--- src/rtl/sc1_blitter.sv ---
// Williams SC1 blitter: halts the 6809, copies/fills a W x H block of 4-bit pixels,
// then releases the bus. Sizes are XORed with 4 to reproduce the SC1 erratum.
//   state   | meaning
//   S_IDLE  | waiting for a control write
//   S_HALT  | halt requested, waiting for halt_ack
//   S_READ  | source byte read in progress
//   S_WRITE | processed byte write in progress
//   S_DONE  | bus released, back to idle next edge
module sc1_blitter (
  input  logic        clk,
  input  logic        reset,
  input  logic        e_sync,
  input  logic        reg_cs,
  input  logic [7:0]  reg_data_in,
  input  logic [2:0]  rs,
  output logic        halt,
  input  logic        halt_ack,
  input  logic        blt_ack,
  output logic [15:0] blt_address_out,
  output logic        read,
  output logic        write,
  input  logic [7:0]  blt_data_in,
  output logic [7:0]  blt_data_out,
  output logic        en_upper,
  output logic        en_lower
);

  typedef enum logic [2:0] {S_IDLE, S_HALT, S_READ, S_WRITE, S_DONE} state_t;
  state_t r_state, w_next;

  // Control byte kept without the (ignored) slow bit: {b7..b3, b1, b0}
  logic [6:0]  r_ctrl, r_mode, w_ctrl;
  logic [7:0]  r_mask, r_width, r_height;
  logic [15:0] r_src, r_dst;
  logic        r_go;
  logic [7:0]  r_w, r_col, r_row, r_data;
  logic [3:0]  r_prev;
  logic [15:0] r_src_row, r_src_cur, r_dst_row, r_dst_cur;

  logic        w_ctrl_wr, w_start, w_last;
  logic [7:0]  w_w_x, w_h_x, w_w_eff, w_h_eff, w_d, w_pix;
  logic [15:0] w_src_step, w_src_rstep, w_dst_step, w_dst_rstep;
  logic        w_ss, w_ds, w_fg, w_solid, w_shift, w_no_lo, w_no_hi, w_fg_u, w_fg_l;

  assign w_ctrl_wr = reg_cs && (rs == 3'd0) && (r_state == S_IDLE);
  assign w_start   = e_sync && (r_state == S_IDLE) && (w_ctrl_wr || r_go);
  assign w_ctrl    = w_ctrl_wr ? {reg_data_in[7:3], reg_data_in[1:0]} : r_ctrl;

  assign w_w_x   = r_width ^ 8'h04;
  assign w_h_x   = r_height ^ 8'h04;
  assign w_w_eff = (w_w_x == 8'd0) ? 8'd1 : w_w_x;
  assign w_h_eff = (w_h_x == 8'd0) ? 8'd1 : w_h_x;

  assign {w_no_hi, w_no_lo, w_shift, w_solid, w_fg, w_ds, w_ss} = r_mode;

  assign w_src_step  = w_ss ? 16'h0100 : 16'h0001;
  assign w_dst_step  = w_ds ? 16'h0100 : 16'h0001;
  assign w_src_rstep = w_ss ? 16'h0001 : {8'h00, r_w};
  assign w_dst_rstep = w_ds ? 16'h0001 : {8'h00, r_w};
  assign w_last      = (r_col == 8'd0) && (r_row == 8'd0);

  assign w_d    = w_shift ? {r_prev, r_data[7:4]} : r_data;
  assign w_pix  = w_solid ? r_mask : w_d;
  assign w_fg_u = !w_fg || (w_d[7:4] != 4'h0);
  assign w_fg_l = !w_fg || (w_d[3:0] != 4'h0);

  always_ff @(posedge clk or negedge reset) begin
    if (!reset) begin
      r_ctrl   <= '0;
      r_mask   <= '0;
      r_src    <= '0;
      r_dst    <= '0;
      r_width  <= '0;
      r_height <= '0;
    end else if (reg_cs) begin
      case (rs)
        3'd0: r_ctrl <= {reg_data_in[7:3], reg_data_in[1:0]};
        3'd1: r_mask <= reg_data_in;
        3'd2: r_src[15:8] <= reg_data_in;
        3'd3: r_src[7:0]  <= reg_data_in;
        3'd4: r_dst[15:8] <= reg_data_in;
        3'd5: r_dst[7:0]  <= reg_data_in;
        3'd6: r_width  <= reg_data_in;
        default: r_height <= reg_data_in;
      endcase
    end
  end

  // A control write on an unqualified edge is remembered until the next qualified one
  always_ff @(posedge clk or negedge reset) begin
    if (!reset)         r_go <= 1'b0;
    else if (w_start)   r_go <= 1'b0;
    else if (w_ctrl_wr) r_go <= 1'b1;
  end

  always_ff @(posedge clk or negedge reset) begin
    if (!reset) begin
      r_mode    <= '0;
      r_w       <= '0;
      r_col     <= '0;
      r_row     <= '0;
      r_data    <= '0;
      r_prev    <= '0;
      r_src_row <= '0;
      r_src_cur <= '0;
      r_dst_row <= '0;
      r_dst_cur <= '0;
    end else if (e_sync) begin
      if (w_start) begin
        r_mode    <= w_ctrl;
        r_w       <= w_w_eff;
        r_col     <= w_w_eff - 8'd1;
        r_row     <= w_h_eff - 8'd1;
        r_prev    <= 4'h0;
        r_src_row <= r_src;
        r_src_cur <= r_src;
        r_dst_row <= r_dst;
        r_dst_cur <= r_dst;
      end else if (r_state == S_READ && blt_ack) begin
        r_data <= blt_data_in;
      end else if (r_state == S_WRITE && blt_ack) begin
        if (r_col != 8'd0) begin
          r_col     <= r_col - 8'd1;
          r_src_cur <= r_src_cur + w_src_step;
          r_dst_cur <= r_dst_cur + w_dst_step;
          r_prev    <= r_data[3:0];
        end else if (r_row != 8'd0) begin
          r_row     <= r_row - 8'd1;
          r_col     <= r_w - 8'd1;
          r_src_row <= r_src_row + w_src_rstep;
          r_src_cur <= r_src_row + w_src_rstep;
          r_dst_row <= r_dst_row + w_dst_rstep;
          r_dst_cur <= r_dst_row + w_dst_rstep;
          r_prev    <= 4'h0;
        end
      end
    end
  end

  always_ff @(posedge clk or negedge reset) begin
    if (!reset) r_state <= S_IDLE;
    else        r_state <= w_next;
  end

  always_comb begin
    w_next = r_state;
    if (e_sync) begin
      case (r_state)
        S_IDLE:  if (w_start)  w_next = S_HALT;
        S_HALT:  if (halt_ack) w_next = S_READ;
        S_READ:  if (blt_ack)  w_next = S_WRITE;
        S_WRITE: if (blt_ack)  w_next = w_last ? S_DONE : S_READ;
        default: w_next = S_IDLE;
      endcase
    end
  end

  always_comb begin
    halt            = 1'b0;
    read            = 1'b0;
    write           = 1'b0;
    blt_address_out = 16'h0000;
    blt_data_out    = 8'h00;
    en_upper        = 1'b0;
    en_lower        = 1'b0;
    case (r_state)
      S_HALT: halt = 1'b1;
      S_READ: begin
        halt            = 1'b1;
        read            = 1'b1;
        blt_address_out = r_src_cur;
      end
      S_WRITE: begin
        halt            = 1'b1;
        write           = 1'b1;
        blt_address_out = r_dst_cur;
        blt_data_out    = {w_fg_u ? w_pix[7:4] : 4'h0, w_fg_l ? w_pix[3:0] : 4'h0};
        en_upper        = !w_no_hi && w_fg_u;
        en_lower        = !w_no_lo && w_fg_l;
      end
      default: ;
    endcase
  end

endmodule

--- config.mk ---
export PLATFORM = sky130hd
export DESIGN_NAME = sc1_blitter
export DESIGN_NICKNAME = d
export VERILOG_FILES = /design/src/rtl/sc1_blitter.sv
export SDC_FILE = /design/constraint.sdc
export NUM_CORES = 1
export LEC_CHECK = 0
export CAP_MARGIN = 5
export CORE_ASPECT_RATIO = 0.9
export CORE_MARGIN = 3
export CORE_UTILIZATION = 45
export DETAILED_ROUTE_END_ITERATION = 7
export DONT_BUFFER_PORTS = 1
export SLEW_MARGIN = 0
export SYNTH_ARGS = -nofsm -noshare
export SYNTH_HDL_FRONTEND = slang
export SYNTH_SLANG_ARGS = --single-unit
--- constraint.sdc ---
create_clock -name clk -period 4.9 [get_ports clk]
set_clock_uncertainty 0.05 [all_clocks]
set_input_delay 0.245 -clock clk [delete_from_list [all_inputs] [get_ports clk]]
set_output_delay 0.245 -clock clk [all_outputs]
set_load 0.05 [all_outputs]
==> summary.txt <==
outcome = complete, no violations
crit path max fanout = 11
HP Class = in -> reg
initial antenna violation count = 1
count of pins over their slew limit = 0
slew margin rel. = 36.03%
Die Footprint = 23880 um2
CTS tree = yes
largest net degree at the start of global routing = 175
top_reg_cell synth = dfrtp_1
worst setup slack after placement = 1782 ps
fin cells = 1326
Final GP Congestion = 0.8881
Mapped Nets = 1077
initial core utilization = 46.80%
max cap viols = 0
Clock Tree Buf Depth = 2
mux cell area share after synthesis = 10.60%
vias in the first global route = 7617
crit share post-route = 65.27%
Post-synth EDFFs = 0
Nets = 1078
Final Hold Violating Endpoints = 0
post-route cell area = 10980 um2
adder-cell area share of the yosys netlist = 3.429%
clk sinks = 174
layout cell share with drive strength beyond 1 = 13.94%
DRT antenna net count = 0
Post-CTS Setup Repair Bufs = 0
PnR worst setup slack = 1702 ps
final wirelength = 28880 um
First-pass DRT Iterations = 6
via count = 8058
Critical Path End Type = flip-flop
Post-route DRC = 0
Seq/Total Area, Yosys = 43.87%
critical path class = reg -> reg
die width = 162.6 um
synthesis-stage register bit count = 174
Overflow after GRT = 0
CORE AREA = 21210 um2
nature of the critical path startpoint = flip-flop
GR Util All Layers = 24.36%
drt wl/cell = 21.78 um
Yosys cell types = 73
Synth Area in Simple Gates = 16.60%
clock-pin transition on the worst setup and hold timing paths = 80 ps
Pleak = 4.842 nW
dpl hpwl = 19060 um
fmax = 312.7 MHz
# diodes = 0
# H-tree levels = 4
first-pass GRT wire length = 44910 um
Ys Warns = 0
root buf cell = clkbuf_16
Async SR Flop Fraction = 100.0%
dpl cell area = 10200 um2
endpoints failing setup = 0
Mapped Area = 9926 um2
total negative slack = 0 ps
XOR/XNOR Fraction of Synth Area = 4.147%
total power = 6.399 mW
RSZ-0062 raised after global routing = no
CTS buffer count = 17
initial DRC count = 829
Worst-Skew Late Latency = 440 ps
WP data arrival = 3470 ps
IO Pins = 54
Syn Area/Cell = 9.674 um2
Compound-Gate Fraction of Synth Area = 18.27%
IO Port Bufs = 0
worst ir drop on vdd = 0.3719 mV
Final Critical Period = 3198 ps
pwr dens = 583.0 nW/um2
hold_ws = 20.61 ps
Layout area overhead = 10.59%
Cells after Synth = 1026
Slew @ Worst Pin = 956.0 ps
main combinational cell family by area after synthesis = compound AO/OA/AOI/OAI gates
Util after Layout = 51.76%
Vias/cell = 6.077
required time of the critical path = 5180 ps
post_cts resized = 0
Post-Place Cells = 1275
filler instances = 1965
std cell rows = 50
CTS Hold Bufs = 19
die height = 146.9 um
-- power breakdown --
part	switching, mW	leakage [nW]	internal [mW]	total (mW)
registers	0.618	2.17	1.92	2.54
logic	1.58	2.39	0.947	2.53
clock network	0.653	0.280	0.677	1.33
total	2.85	4.84	3.55	6.40
-- layer usage --
layer | wire length (um) | vias up | GRT usage, %
met5 | 0 | - | 0
met4 | 425 | 0 | 6.258
met3 | 1794 | 27 | 4.285
met2 | 12590 | 256 | 35.79
met1 | 14080 | 4031 | 37.25
li1 | - | 3744 | -
-- layout by cell type, fill, tap and decap left out, types with 23 or more instances in the layout --
master   instances
xor2_1          25
a21oi_1         60
dfrtp_1        174
ha_1            24
nand2_1        132
o21ai_0         66
mux2_2          73
mux2i_1         23
a22o_1          23
nand3_1         27
nor2_1          76
-- layout make-up --
| cell class | count | area (um2) | area share (%) |
|---|---|---|---|
| clock buffer | 17 | 425.4 | 3.876 |
| clock inverter | 15 | 145.1 | 1.322 |
| inverter | 17 | 63.81 | 0.5813 |
| multi-input combinational | 780 | 5288 | 48.17 |
| sequential | 174 | 4354 | 39.67 |
| tap | 286 | 357.8 | 3.260 |
| timing repair buffer | 37 | 342.8 | 3.123 |
-- cells by family (layout without fill, tap and decap cells) --
group	after synthesis	count (layout)
AND/OR/NAND/NOR	342	342
AO/OA/AOI/OAI	269	269
flip-flops	174	174
multiplexers	96	96
buffers and inverters	72	86
XOR/XNOR	47	47
adder cells (fa/ha/maj)	26	26
-- worst max-delay path, stage by stage (launching register included) --
cell and delay (ps):
dfrtp_1 490, nor2b_1 260, ha_1 270, a21o_1 180
a21o_1 210, a2111oi_0 710, o31ai_1 340, nand4_1 250
nor3_1 70, a221o_1 270
-- flip-flops by register name (all words and copies together), names as in the netlist, 8 cells and up --
name and count:
r_dst 16, r_dst_cur 16, r_dst_row 16, r_src 16, r_src_cur 16, r_src_row 16, r_col 8, r_data 8
r_height 8, r_mask 8, r_row 8, r_w 8, r_width 8
-- cells in the mapped netlist (all sizes together) (24+ instances only) --
cell    instances  area share [%]
nand2         134             5.1
nand3          27             1.4
nor2           79             3.0
dfrtp         174              44
clkbuf         25            0.95
ha             24             3.0
xor2           25             2.2
buf            30             1.5
a21oi          60             3.0
o21ai          71             3.6
mux2           73             8.3
-- final timing paths --
check / start / endpoint / slack (ps) / cells past startpoint
min reg2reg: r_src_row[4] / r_src_row[4] / 440 / 2
max reg2reg: r_mode[1] / r_dst_row[15] / 1700 / 9
min: e_sync / r_state[0] / 20 / 2
min in group asynchronous: reset / r_dst_cur[3] / 470 / 2
max in group asynchronous: reset / r_src_row[10] / 3680 / 2
max: r_mode[1] / r_dst_row[15] / 1700 / 9
Note: power is estimated with default switching activity, not from simulation.
